## src/rtl/fifo_pkg.sv

```systemverilog
`default_nettype none
// =============================================================================
//  Module   : fifo_pkg
//  Brief    : Shared FIFO helpers: address-width function and error record.
//  Revision : 1.0 - initial release
// =============================================================================
package fifo_pkg;

    typedef struct packed {
        logic overflow;
        logic underflow;
    } fifo_err_t;

    function automatic int fifo_aw(input int depth);
        return $clog2(depth);
    endfunction

endpackage
`default_nettype wire

```

## src/rtl/fifo_ram.sv

```systemverilog
`default_nettype none
// =============================================================================
//  Module   : fifo_ram
//  Brief    : FIFO storage, one synchronous write port, one asynchronous read.
//  Revision : 1.0 - initial release
// =============================================================================
module fifo_ram
    import fifo_pkg::*;
#(
    parameter int WIDTH = 4,
    parameter int DEPTH = 8,
    localparam int AW   = fifo_aw(DEPTH)
) (
    input  logic             clk,
    input  logic             we,
    input  logic [AW-1:0]    waddr,
    input  logic [WIDTH-1:0] wdata,
    input  logic [AW-1:0]    raddr,
    output logic [WIDTH-1:0] rdata
);

    // Contents are intentionally not reset so this maps onto distributed RAM.
    logic [WIDTH-1:0] r_mem [DEPTH];

    always_ff @(posedge clk) begin
        if (we) begin
            r_mem[waddr] <= wdata;
        end
    end

    assign rdata = r_mem[raddr];

endmodule
`default_nettype wire

```

## src/rtl/sync_fifo_flags.sv

```systemverilog
`default_nettype none
// =============================================================================
//  Module   : sync_fifo_flags
//  Brief    : Single-clock FIFO with threshold flags, sticky errors and FWFT.
//  Revision : 1.0 - initial release
// =============================================================================
module sync_fifo_flags
    import fifo_pkg::*;
#(
    parameter int WIDTH     = 4,
    parameter int DEPTH     = 8,
    parameter int AFULL_TH  = DEPTH - 2,
    parameter int AEMPTY_TH = 2,
    parameter int FWFT      = 0,
    localparam int AW       = fifo_aw(DEPTH)
) (
    input  logic             clk,
    input  logic             reset,
    input  logic [WIDTH-1:0] wdata,
    input  logic             wen,
    input  logic             ren,
    input  logic             clear_err,
    output logic [WIDTH-1:0] rdata,
    output logic             full,
    output logic             empty,
    output logic             almost_full,
    output logic             almost_empty,
    output logic [AW:0]      count,
    output logic             overflow,
    output logic             underflow
);

    localparam logic [AW:0] c_depth     = (AW+1)'(DEPTH);
    localparam logic [AW:0] c_afull_th  = (AW+1)'(AFULL_TH);
    localparam logic [AW:0] c_aempty_th = (AW+1)'(AEMPTY_TH);
    localparam logic [AW:0] c_ptr_one   = (AW+1)'(1);

    if (DEPTH < 2 || (DEPTH & (DEPTH - 1)) != 0) begin : g_chk_depth
        $error("sync_fifo_flags: DEPTH must be a power of two and at least 2");
    end
    if (AFULL_TH < 1 || AFULL_TH > DEPTH) begin : g_chk_afull
        $error("sync_fifo_flags: AFULL_TH must lie in 1..DEPTH");
    end
    if (AEMPTY_TH < 0 || AEMPTY_TH > DEPTH - 1) begin : g_chk_aempty
        $error("sync_fifo_flags: AEMPTY_TH must lie in 0..DEPTH-1");
    end

    logic [AW:0]      r_wptr;
    logic [AW:0]      r_rptr;
    logic [AW:0]      w_count;
    logic             w_rd_ok;
    logic             w_wr_ok;
    logic [WIDTH-1:0] w_head;
    fifo_err_t        r_err;

    // The extra wrap bit lets full and empty be told apart by plain subtraction.
    assign w_count = r_wptr - r_rptr;

    assign full         = (w_count == c_depth);
    assign empty        = (w_count == '0);
    assign almost_full  = (w_count >= c_afull_th);
    assign almost_empty = (w_count <= c_aempty_th);
    assign count        = w_count;

    // A pop in the same cycle frees the slot, so a write to a full FIFO can proceed.
    assign w_rd_ok = ren && !empty;
    assign w_wr_ok = wen && (!full || w_rd_ok);

    always_ff @(posedge clk) begin
        if (reset) begin
            r_wptr <= '0;
            r_rptr <= '0;
        end else begin
            if (w_wr_ok) begin
                r_wptr <= r_wptr + c_ptr_one;
            end
            if (w_rd_ok) begin
                r_rptr <= r_rptr + c_ptr_one;
            end
        end
    end

    // Later assignments win, so an error in the clearing cycle stays set.
    always_ff @(posedge clk) begin
        if (reset) begin
            r_err <= '0;
        end else begin
            if (clear_err) begin
                r_err <= '0;
            end
            if (wen && !w_wr_ok) begin
                r_err.overflow <= 1'b1;
            end
            if (ren && !w_rd_ok) begin
                r_err.underflow <= 1'b1;
            end
        end
    end

    assign overflow  = r_err.overflow;
    assign underflow = r_err.underflow;

    fifo_ram #(
        .WIDTH (WIDTH),
        .DEPTH (DEPTH)
    ) u_ram (
        .clk   (clk),
        .we    (w_wr_ok),
        .waddr (r_wptr[AW-1:0]),
        .wdata (wdata),
        .raddr (r_rptr[AW-1:0]),
        .rdata (w_head)
    );

    if (FWFT != 0) begin : g_fwft
        assign rdata = w_head;
    end else begin : g_std
        logic [WIDTH-1:0] r_rdata;

        always_ff @(posedge clk) begin
            if (reset) begin
                r_rdata <= '0;
            end else if (w_rd_ok) begin
                r_rdata <= w_head;
            end
        end

        assign rdata = r_rdata;
    end

endmodule
`default_nettype wire

```

## config.mk

```make
export PLATFORM = sky130hd
export DESIGN_NAME = sync_fifo_flags
export DESIGN_NICKNAME = d
export VERILOG_FILES = /design/src/rtl/fifo_pkg.sv /design/src/rtl/fifo_ram.sv /design/src/rtl/sync_fifo_flags.sv
export SDC_FILE = /design/constraint.sdc
export NUM_CORES = 1
export LEC_CHECK = 0
export CAP_MARGIN = 25
export CORE_AREA = 4 4 76 78
export CTS_CLUSTER_DIAMETER = 30
export CTS_CLUSTER_SIZE = 10
export DETAILED_ROUTE_END_ITERATION = 8
export DIE_AREA = 0 0 80 82
export DONT_BUFFER_PORTS = 1
export PLACE_DENSITY_LB_ADDON = 0.25
export SYNTH_ARGS = -nofsm -noshare
export SYNTH_HDL_FRONTEND = slang
export SYNTH_SLANG_ARGS = --single-unit
```

## constraint.sdc

```tcl
create_clock -name clk -period 5.4 [get_ports clk]
set_clock_uncertainty 0.1 [all_clocks]
set_input_delay 1.08 -clock clk [delete_from_list [all_inputs] [get_ports clk]]
set_output_delay 1.08 -clock clk [all_outputs]
set_load 0.05 [all_outputs]
```

# Word level (Yosys, flattened, before mapping)
# Memories as Yosys holds them, arrays and structs flattened. A register that Yosys moved wholly into a read port is not among the register bits.
# Cells that the tools add are included.
dict set report totals {
  register_bits 10
  ram_bits 32
  inputBits 9
  out_inout_bits 14
  word_cells 28
  memories 1
}
# memory depth word_bits rd rd_ports_with_merged_regs wr line_no
set memory_table {}
lappend memory_table {u_ram.r_mem 8 4 1 1 1 fifo_ram.sv:23} ;# logic [WIDTH-1:0] r_mem [DEPTH];
dict set report op_classes {
  add_sub_neg 3
  n_lt_le_gt_ge 2
  n_eq_ne 1
  n_mux 5
  n_reduce_logical 12
}
# operator count
set ops {}
lappend ops {{$add A4 B1 Y4 const B} 2}
lappend ops {{$eq A4 B4 Y1 const B} 1}
lappend ops {{$ge A4 B3 Y1 const B} 1}
lappend ops {{$le A4 B2 Y1 const B} 1}
lappend ops {{$logic_and A1 B1 Y1} 4}
lappend ops {{$logic_not A1 Y1} 4}
lappend ops {{$logic_not A4 Y1} 1}
lappend ops {{$mux W1} 4}
lappend ops {{$reduce_bool A2 Y1} 2}
lappend ops {{$sub A4 B4 Y4} 1}
lappend ops {{$mux W2} 1}
lappend ops {{$logic_or A1 B1 Y1} 1}

# Depth between registers and ports, before layout
# Gate-level depths: netlist of the first run.
dict set report depth {
  ltp_word 9
  depth_mapped 11
  depth_no_buf 9
}

# Cells and area by module
# A second synthesis of the first run with hierarchy kept.
dict set report unflattened {
  cells_unflattened 146
  hier_area_um2 2073.2
}
# mod n_inst cells_each area_per_inst_um2 seq_area_each_um2
set by_module_without_submodules {}
lappend by_module_without_submodules {fifo_ram 1 59 1290.0 960.9}
lappend by_module_without_submodules {sync_fifo_flags 1 87 783.3 280.3}

# Worst setup path before layout of the first run
# OpenSTA, ideal clock, no wires.
dict set report synth_path {
  path_kind {flip-flop to output port}
  from {register r_rptr[1]}
  to {output almost_empty}
  arrival_ps 3059
  slack_ps 1161
  path_stages_with_launch 9
  path_cell_list {dfxtp_1 -> clkbuf_1 -> inv_1 -> ha_1 -> and3b_1 -> nor3_1 -> nor2_1 -> inv_1 -> a211oi_1}
}
dict set report synth_via {
  elab_chain_cells 2
}
# element line_no
set synth_lines {}
lappend synth_lines {{start: declaration} sync_fifo_flags.sv:49} ;# logic [AW:0] r_rptr;
lappend synth_lines {{start signal: assignment} sync_fifo_flags.sv:78} ;# r_rptr <= r_rptr + c_ptr_one;
lappend synth_lines {{$sub A4 B4 Y4} sync_fifo_flags.sv:57} ;# assign w_count = r_wptr - r_rptr;
lappend synth_lines {{via count[3]} sync_fifo_flags.sv:28} ;# output logic [AW:0] count,
lappend synth_lines {{$le A4 B2 Y1} sync_fifo_flags.sv:62} ;# assign almost_empty = (w_count <= c_aempty_th);
lappend synth_lines {{end: declaration} sync_fifo_flags.sv:27} ;# output logic almost_empty,
# The timed path passes the listed nets, and every way through them passes these cells.

# Final worst setup path of the first run
# Ends and elaborated chain as after synthesis.

==> reports/qor.yml, run 1 <==
routing:
  antenna_left: 0
  wirelength_mm: 3.56
  drtIter0Drc: 98
  via_count: 1144
  drc: 0
  firstDrtPassIters: 4
  wl_per_cell_um: 15.5
  viasPerCell: 4.97
power:
  p_comb_frac: 0.415
  clock_power_share: 0.171
  seq_power_share: 0.414
  switching_share: 0.470
  p_per_area_mw_per_mm2: 578
  leakagePower_nw: 0.791
  intPower_mw: 0.681
  p_switching_mw: 0.605
  ir_drop_uv: 318
sta:
  min_period_over_period: 0.802
  tightest_slew_ns: 0.889
  relSlewSlack: 0.406
  final.setup.tns_ns: 0
  final-setup-viol-count: 0
  grt_setup_unrepaired: "no"
  hold_viol_final: 0
  period_needed_ns: 4.33
  slew_violations: 0
  max_clock_freq_ghz: 0.231
cts:
  clk_pin_slew_worst_paths_ns: 0.09
  cts.sinks: 46
  cts_tree: "yes"
  cts-hold-fix-buffers: 0
  clk_path_buf_depth: 2
  cts_setup_buffers: 0
  h-tree-depth: 2
  clk_latency_ns: 0.30
  numCtsBuffers: 5
  cts.repair.resized: 0
  root_buffer: "clkbuf_8"
die:
  die_w_um: 80
  start_util: 0.404
  rows: 26
  core-area_mm2: 0.00507
  dieArea_mm2: 0.00656
  pin_count: 23
  die_h_um: 82
yosys:
  yosysSeqAreaShare: 0.606
  ys_async_sr_fraction: 0
  ys_warn_count: 0
  ys_seq_elements: 46
  ys_types: 35
  synth_area_mm2: 0.00205
  synth_top_family_by_area: "simple AND/OR/NAND/NOR gates"
  synth_compound_area_frac: 0.0611
  synth-xor-area-share: 0.0214
  synthSimpleGateAreaFrac: 0.119
  netlist.area_leader.share: 0.469
  synth_common_cells: "edfxtp_1, nand2_1, dfxtp_1, nor2_1, inv_1"
  synth_area_leader_cell: "edfxtp_1"
  synth.mux.area_fraction: 0.117
  synthFlopType: "edfxtp_1"
  synthAdderAreaFrac: 0.0403
  yosys-top-cells-area: "edfxtp_1, dfxtp_1, mux4_2, nand2_1, ha_1"
  synth_most_common_cell: "edfxtp_1"
  syn-num-nets: 169
  synth-edff-count: 32
  synth.avg_cell_area_um2: 13.3
  syn_inst: 154
final_layout:
  final_layout_size_suffix_gt1_frac: 0.144
  fillCellCount: 484
  seqCellArea_mm2: 0.00124
  fin_nets: 174
  antenna_cells: 0
  final_core_util: 0.439
  multi_input_area_um2: 741
  area_growth_pct: 8.67
run_status:
  status: "complete, no violations"
critical_path:
  path_class: "flip-flop to primary output"
  critPathRequiredTime_ns: 4.22
  start_kind: "flip-flop"
  crit_fanout: 12
  cp.arrival_ns: 3.15
  reg2reg_slack_ns: 1.49
  end_kind: "primary output"
place:
  portBuffers: 0
  place_congestion: 0.722
  dpl.hpwl_mm: 2.70
grt:
  grt_pass1_wl_mm: 5.99
  gr-total-overflow: 0
  antenna_found_initial: 0
  grt_max_degree: 18
  grt.total_usage: 0.122
  grt_pass1_vias: 1170
flow_run:
  cap_violations: 0
min_path:
  min-delay-path-class: "flip-flop to flip-flop"
-- sequential cells by signal, summed over array words and instances, names as in the netlist --
register,count
u_ram.r_mem,32
r_rptr,4
r_wptr,4
rdata,4
overflow,1
underflow,1
-- layer usage --
metal  wire [um]  vias up  global-route usage
met5           0        -                   0
met4          36        0              0.0422
met3         168        4              0.0439
met2        1820       20               0.205
met1        1530      545               0.146
li1            -      575                   -
-- path summary, 6_finish.rpt --
path                                        startpoint                           to  cells past startpoint
worst max register to register  r_rptr[0]$_SDFFE_PP0P_  u_ram.r_mem[5][1]$_DFFE_PP_                      7
worst max-delay path            r_rptr[1]$_SDFFE_PP0P_                 almost_empty                      7
worst min register to register  r_wptr[3]$_SDFFE_PP0P_       r_wptr[3]$_SDFFE_PP0P_                      2
worst min-delay path            r_wptr[3]$_SDFFE_PP0P_       r_wptr[3]$_SDFFE_PP0P_                      2
-- worst max-delay path, cell delays in order, from the launching register on --
cell and delay, ns:
dfxtp_1 0.65, inv_1 0.16, ha_1 0.32, and3b_1 0.19, nor3_1 0.10, nor2_1 0.28, inv_1 0.35, a211oi_2 0.79
-- logic make-up after synthesis --
family                   Yosys count
AO/OA/AOI/OAI                     17
multiplexers                      14
flip-flops                        46
buffers and inverters             15
AND/OR/NAND/NOR                   51
adder cells (fa/ha/maj)            6
XOR/XNOR                           5
-- per-stage QoR --
step	hold WS, ns	total power [mW]	instances	setup slack (ns)	area (um2)
2_1_floorplan	0.388	1.00	154	1.16	2050
3_3_place_gp	0.407	1.06	222	1.48	2130
3_5_place_dp	0.431	1.08	222	1.43	2130
4_1_cts	0.447	1.30	230	1.05	2230
5_1_grt	0.476	1.36	230	0.857	2230
6_report	0.444	1.29	230	1.07	2230
-- cell usage in the layout, fill, tap and decap left out, drive strengths merged, types with 5 or more instances in the layout --
cell and count:
a21oi 7, edfxtp 32, nor3 5, nand2 17
mux4 8, ha 5, mux2i 6, nor2 14
inv 12, clkbuf 5, dfxtp 14
-- power groups by stage --
stage	logic (mW)	registers [mW]	clock network, mW
2_1_floorplan	0.492	0.509	0
3_3_place_gp	0.523	0.541	0
3_5_place_dp	0.535	0.543	0
4_1_cts	0.537	0.536	0.228
5_1_grt	0.571	0.543	0.243
6_report	0.534	0.532	0.220
-- layout make-up --
| class | count | area share |
|---|---|---|
| sequential | 46 | 0.557 |
| multi-input combinational | 93 | 0.333 |
| tap | 70 | 0.0393 |
| clock buffer | 5 | 0.0309 |
| inverter | 10 | 0.0169 |
| clock inverter | 3 | 0.0129 |
| timing repair buffer | 3 | 0.0101 |
(Power assumes the default switching activity.)
==> run 2: changes to the inputs <==
==> constraint.sdc (replaced) <==
create_clock -name clk -period 3.5 [get_ports clk]
set_clock_uncertainty 0.1 [all_clocks]
set_input_delay 0.7 -clock clk [delete_from_list [all_inputs] [get_ports clk]]
set_output_delay 0.7 -clock clk [all_outputs]
set_load 0.05 [all_outputs]
==> run 2 against run 1 <==
Against the previous run: critical path depth up 1; via count up 7.4%; wire length up 8.9%; sequential share of layout area down 1.8 points; utilization up 1.5 points; worst setup slack worse by 0.82 ns; final area up 3.4%; non-clock buffer count up 8; largest power group unchanged.
==> reports/qor.yml, run 2 (synthesis gave the netlist of run 1 again) <==
run_status:
  status: "complete, no violations"
place:
  dpl.hpwl_mm: 2.97  # +10%
  placed_cells: 230  # +3.6%
  dpl-instance-area_mm2: 0.00221  # +3.8%
  portBuffers: 0  # unchanged
  place_congestion: 0.769  # +6.5%
critical_path:
  path_class: "flip-flop to primary output"
  worstReg2RegStart: "r_wptr[0]$_SDFFE_PP0P_"
  reg2reg_slack_ns: 0.44  # -1.05 ns
  end_kind: "primary output"
  critPathRequiredTime_ns: 2.70  # -1.52 ns
  crit_fanout: 7  # -5
  crit_start: "r_wptr[0]$_SDFFE_PP0P_"
  start_kind: "flip-flop"
  cp.arrival_ns: 2.45  # -0.70 ns
min_path:
  min_from: "reset"
  min-delay-path-class: "input port to flip-flop"
final_layout:
  area_growth_pct: 12.4
  final_area_mm2: 0.00230  # +3.4%
  final_layout_size_suffix_gt1_frac: 0.202  # +0.0586
  largest_reg_flops: 32  # unchanged
  layout_common_cells: "edfxtp_1, nand2_1, nor2_1, dfxtp_1"
  fin_nets: 182  # +4.6%
  antenna_cells: 0  # unchanged
  mostFrequentLayoutCell: "edfxtp_1"
  finalNonFillerCells: 238  # +3.5%
  regMostFlops: "u_ram.r_mem"
power:
  p_switching_mw: 0.952  # +57%
  p_comb_frac: 0.475  # +0.060
  intPower_mw: 1.15  # +69%
  seq_power_share: 0.373  # -0.041
  clock_power_share: 0.152  # -0.019
  switching_share: 0.453  # -0.0177
  ir_drop_uv: 493  # +55%
  leakagePower_nw: 0.832  # +5.2%
  p_per_area_mw_per_mm2: 913  # +58%
routing:
  wirelength_mm: 3.88  # +8.9%
  drtIter0Drc: 101  # +3.1%
  firstDrtPassIters: 4  # unchanged
  drc: 0  # unchanged
  viasPerCell: 5.16  # +3.8%
  antenna_left: 0  # unchanged
  wl_per_cell_um: 16.3  # +5.2%
  via_count: 1229  # +7.4%
grt:
  gr-total-overflow: 0  # unchanged
  grt_pass1_vias: 1240  # +6.0%
  grt_max_degree: 16  # -2
  grt_pass1_wl_mm: 6.35  # +6.0%
  antenna_found_initial: 0  # unchanged
  grt.total_usage: 0.131  # +0.00816
cts:
  clk_path_buf_depth: 2  # unchanged
  cts.sinks: 46  # unchanged
  h-tree-depth: 2  # unchanged
  clk_pin_slew_worst_paths_ns: 0.09  # about the same
  cts-hold-fix-buffers: 0  # unchanged
  root_buffer: "clkbuf_8"
  numCtsBuffers: 5  # unchanged
  cts_tree: "yes"
  clk_latency_ns: 0.30  # about the same
die:
  core-area_mm2: 0.00507  # unchanged
  start_util: 0.404  # unchanged
  rows: 26  # unchanged
  die_w_um: 80  # unchanged
  pin_count: 23  # unchanged
  die_h_um: 82  # unchanged
  dieArea_mm2: 0.00656  # unchanged
sta:
  relSlewSlack: 0.336  # -0.0706
  final-setup-viol-count: 0  # unchanged
  period_needed_ns: 3.25
  min_period_over_period: 0.930
  max_clock_freq_ghz: 0.307
  hold_viol_final: 0  # unchanged
  tightest_slew_ns: 0.987  # +0.0985 ns
  slew_violations: 0  # unchanged
  grt_setup_unrepaired: "no"
flow_run:
  cap_violations: 0  # unchanged
-- run 2: repair_timing --
item	CTS	global route
hold endpoints to repair	0	0
buffers inserted	0	0
gates resized for setup	0	2
endpoints found under the setup margin	0	2
-- run 2: final timing paths --
check | end | cells past startpoint
hold / removal | r_rptr[2]$_SDFFE_PP0P_ | 1
hold reg to reg | r_rptr[2]$_SDFFE_PP0P_ | 2
setup / recovery | empty | 8
setup reg to reg | u_ram.r_mem[0][2]$_DFFE_PP_ | 8
-- run 2: worst max-delay path, stage by stage (launching register included) --
cell and delay [ns]:
dfxtp_1 0.39, inv_1 0.15, ha_1 0.20, inv_1 0.06, fa_1 0.40, xor2_2 0.20
or3_1 0.44, nor2_1 0.13, buf_4 0.21
-- run 2: metal layers --
layer | vias to the layer above | global-route usage | share of wire
met5 | - | 0 | 0
met4 | 0 | 0.0355 | 0.0093
met3 | 5 | 0.0384 | 0.047
met2 | 30 | 0.229 | 0.51
met1 | 604 | 0.156 | 0.43
li1 | 590 | - | -
-- run 2: power groups by stage --
stage	Combinational, mW	Sequential [mW]	Clock, mW
6_report	0.999	0.785	0.320
3_5_place_dp	1.01	0.797	0
2_1_floorplan	0.777	0.785	0
4_1_cts	1.01	0.786	0.330
3_3_place_gp	0.987	0.794	0
5_1_grt	1.08	0.794	0.347
-- run 2: final cells by class --
type                    instances  area, um2
clock inverters                 3       21.3
fillers                       464       2770
well taps                      70       87.6
flip-flops and latches         46       1240
multi-input cells              93        751
repair buffers                 11       95.1
inverters                      10       37.5
clock buffers                   5       68.8
-- run 2: per-stage QoR --
stage               hold WS, ns  utilization  setup TNS [ns]  power (mW)  setup slack [ns]
floorplan                 0.388            -         -0.0760        1.56           -0.0380
global placement          0.419        0.435               0        1.78             0.419
detailed placement        0.427        0.435               0        1.81             0.350
CTS                       0.348        0.453               0        2.13             0.141
global route              0.346        0.454               0        2.22             0.138
finish                    0.352        0.454               0        2.10             0.245
==> run 3: changes to the inputs <==
--- a/config.mk
+++ b/config.mk
@@ -6,13 +6,15 @@
 export NUM_CORES = 1
 export LEC_CHECK = 0
 export CAP_MARGIN = 25
-export CORE_AREA = 4 4 76 78
+export CORE_AREA = 4 4 77 79
 export CTS_CLUSTER_DIAMETER = 30
 export CTS_CLUSTER_SIZE = 10
 export DETAILED_ROUTE_END_ITERATION = 8
-export DIE_AREA = 0 0 80 82
+export DIE_AREA = 0 0 81 83
 export DONT_BUFFER_PORTS = 1
+export GPL_ROUTABILITY_DRIVEN = 0
 export PLACE_DENSITY_LB_ADDON = 0.25
 export SYNTH_ARGS = -nofsm -noshare
 export SYNTH_HDL_FRONTEND = slang
+export SYNTH_HIERARCHICAL = 1
 export SYNTH_SLANG_ARGS = --single-unit
==> run 3 against run 2 <==
Against the previous run: area after synthesis is 1.2% higher; total power increased by 1.2%; wire length down 0.93%; count of clock-buffer cells in the layout did not move; synthesized cell count decreased by 5.2%; die area is 2.5% higher; global-route usage fell by 0.44 points; sequential share of layout area fell by 0.86 points; first-iteration DRC count fell by 19%; non-clock buffer count shrank 1; critical endpoint is now almost_empty; largest power group unchanged.
==> reports/qor.yml, run 3 <==
die:
  pin_count: 23  # unchanged
  rows: 27  # +3.8%
  core-area_mm2: 0.00534  # +5.2%
  start_util: 0.388  # -0.0154
  die_h_um: 83  # +1.2%
  dieArea_mm2: 0.00672  # +2.5%
  die_w_um: 81  # +1.3%
grt:
  grt.total_usage: 0.126  # -0.00443
  grt_pass1_wl_mm: 6.38  # +0.43%
  grt_max_degree: 16  # unchanged
  gr-total-overflow: 0  # unchanged
  antenna_found_initial: 0  # unchanged
  grt_pass1_vias: 1270  # +2.4%
final_layout:
  fin_nets: 173  # -4.9%
  area_growth_pct: 12.9
  largest_reg_flops: 32  # unchanged
  final_layout_size_suffix_gt1_frac: 0.170  # -0.0326
  antenna_cells: 0  # unchanged
  layout_common_cells: "edfxtp_1, nor2_1, dfxtp_1, inv_1, buf_4"
  mostFrequentLayoutCell: "edfxtp_1"
  fillCellCount: 498  # +7.3%
  regMostFlops: "u_ram/r_mem"
routing:
  wl_per_cell_um: 16.6  # +2.1%
  antenna_left: 0  # unchanged
  viasPerCell: 5.11  # -1.1%
  drtIter0Drc: 82  # -19%
  firstDrtPassIters: 4  # unchanged
  via_count: 1180  # -4.0%
  wirelength_mm: 3.84  # -0.93%
  drc: 0  # unchanged
sta:
  tightest_slew_ns: 0.557  # -0.430 ns
  period_needed_ns: 3.32  # +0.0698 ns
  min_period_over_period: 0.950  # +0.0199
  slew_violations: 0  # unchanged
  relSlewSlack: 0.629  # +0.293
  max_clock_freq_ghz: 0.301  # -2.1%
  final-setup-viol-count: 0  # unchanged
  grt_setup_unrepaired: "no"
  hold_viol_final: 0  # unchanged
  final.setup.tns_ns: 0  # unchanged
cts:
  cts-hold-fix-buffers: 0  # unchanged
  clk_latency_ns: 0.30  # about the same
  h-tree-depth: 2  # unchanged
  cts_tree: "yes"
  cts.sinks: 46  # unchanged
  root_buffer: "clkbuf_8"
  numCtsBuffers: 5  # unchanged
  clk_pin_slew_worst_paths_ns: 0.08  # about the same
  clk_path_buf_depth: 2  # unchanged
power:
  leakagePower_nw: 0.839  # +0.89%
  p_total_mw: 2.13  # +1.2%
  p_per_area_mw_per_mm2: 910  # -0.40%
  ir_drop_uv: 410  # -17%
critical_path:
  critPathTopFamily: "simple AND/OR/NAND/NOR gates"
  worstPathCellList: "inv_1, ha_1, and3b_1, nor3_1, nor2_1, a211oi_2, buf_4"
  start_kind: "flip-flop"
  reg2reg_slack_ns: 0.43  # about the same
  crit_fanout: 12  # +5
  timing.rr.end: "u_ram/r_mem[0][1]$_DFFE_PP_"
  path_class: "flip-flop to primary output"
  end_kind: "primary output"
  path_buf_inv: 2  # -1
  critPathRequiredTime_ns: 2.70  # about the same
  worstReg2RegStart: "r_rptr[2]$_SDFFE_PP0P_"
  rr_worst_depth: 7  # -1
  cp.arrival_ns: 2.52  # +0.07 ns
  slowest_delay_ns: 0.50  # +0.06 ns
  worst_path_max_delay_cell: "dfxtp_2"
min_path:
  min-delay-path-class: "input port to flip-flop"
  hold_depth: 1  # unchanged
  min_from: "reset"
  whs_endpoint: "r_wptr[2]$_SDFFE_PP0P_"
yosys:
  ys_types: 32  # -8.6%
  synth_most_common_cell: "edfxtp_1"
  netlist.area_leader.share: 0.463  # -0.00538
  ys_seq_elements: 46  # unchanged
  yosys-top-cells-area: "edfxtp_1, dfxtp_1, mux4_1, nor2_1, ha_1"
  ys_async_sr_fraction: 0  # unchanged
  synth-edff-count: 32  # unchanged
  synth_area_mm2: 0.00207  # +1.2%
  synth.avg_cell_area_um2: 14.2  # +6.7%
  syn-num-nets: 161  # -4.7%
  ys_warn_count: 6  # +6
  synthFlopType: "edfxtp_1"
  syn_inst: 146  # -5.2%
  yosysSeqAreaShare: 0.599  # -0.00694
  synth_common_cells: "edfxtp_1, nor2_1, dfxtp_1"
  synth_area_leader_cell: "edfxtp_1"
place:
  portBuffers: 0  # unchanged
  dpl.hpwl_mm: 2.78  # -6.7%
run_status:
  status: "complete, no violations"
flow_run:
  cap_violations: 0  # unchanged
==> run 3: cells by family (layout without fill, tap and decap cells) <==
family	after synthesis	count (layout)	share of synthesized area
adder cells (fa/ha/maj)	6	6	0.0398
flip-flops	46	46	0.599
AO/OA/AOI/OAI	18	18	0.0658
multiplexers	18	18	0.152
AND/OR/NAND/NOR	37	37	0.0857
buffers and inverters	16	29	0.0368
XOR/XNOR	5	5	0.0211
==> run 3: worst max path at each step <==
stage / start / slack [ns] / end / cells past startpoint
after detailed placement: r_rptr[2]$_SDFFE_PP0P_ / 0.32 / u_ram/r_mem[0][3]$_DFFE_PP_ / 7
after global placement: r_rptr[2]$_SDFFE_PP0P_ / 0.48 / u_ram/r_mem[4][0]$_DFFE_PP_ / 7
after floorplan: r_wptr[0]$_SDFFE_PP0P_ / 0.07 / empty / 7
after CTS: r_rptr[2]$_SDFFE_PP0P_ / 0.04 / almost_empty / 7
after global routing: r_rptr[2]$_SDFFE_PP0P_ / 0.05 / almost_empty / 7
final: r_rptr[2]$_SDFFE_PP0P_ / 0.18 / almost_empty / 7
==> run 3: power breakdown <==
| group | internal [mW] | switching [mW] | total (mW) |
|---|---|---|---|
| combinational | 0.354 | 0.600 | 0.955 |
| clock | 0.212 | 0.176 | 0.388 |
| sequential | 0.648 | 0.138 | 0.786 |
==> run 3: worst reg2reg max path, cell delays in order (launching register included) <==
cell,delay [ns]
dfxtp_2,0.50
inv_1,0.08
ha_1,0.35
and3b_1,0.24
nor3_1,0.41
o41a_1,0.41
nand2b_1,0.17
nor3_1,0.45
==> run 3: timing repair <==
| action | 4_1_cts | 5_1_grt |
|---|---|---|
| buffers inserted | 0 | 0 |
| gates resized for setup | 0 | 1 |
| setup endpoints to repair | 0 | 7 |
==> run 3: layout make-up <==
class / count / area [um2] / share of cell area
multi-input cells: 84 / 766 / 0.327
clock buffers: 5 / 68.8 / 0.0294
well taps: 72 / 90.1 / 0.0385
repair buffers: 10 / 87.6 / 0.0374
flip-flops and latches: 46 / 1240 / 0.531
clock inverters: 3 / 45.0 / 0.0192
inverters: 11 / 41.3 / 0.0176
==> run 3: per-stage QoR <==
step / setup slack (ns) / utilization / cell area, um2 / hold slack [ns] / cells
floorplan: 0.0699 / - / 2080 / 0.377 / 146
global placement: 0.478 / 0.417 / 2230 / 0.417 / 223
detailed placement: 0.323 / 0.417 / 2230 / 0.440 / 223
CTS: 0.0391 / 0.438 / 2340 / 0.346 / 231
global route: 0.0502 / 0.439 / 2340 / 0.337 / 231
finish: 0.176 / 0.439 / 2340 / 0.360 / 231
==> run 3: layer usage <==
| layer | track usage | wire [um] | vias up |
|---|---|---|---|
| met4 | 0.0430 | 48 | 0 |
| met1 | 0.151 | 1650 | 589 |
| met5 | 0 | 0 | - |
| met2 | 0.208 | 1970 | 20 |
| met3 | 0.0445 | 176 | 6 |
| li1 | - | - | 565 |
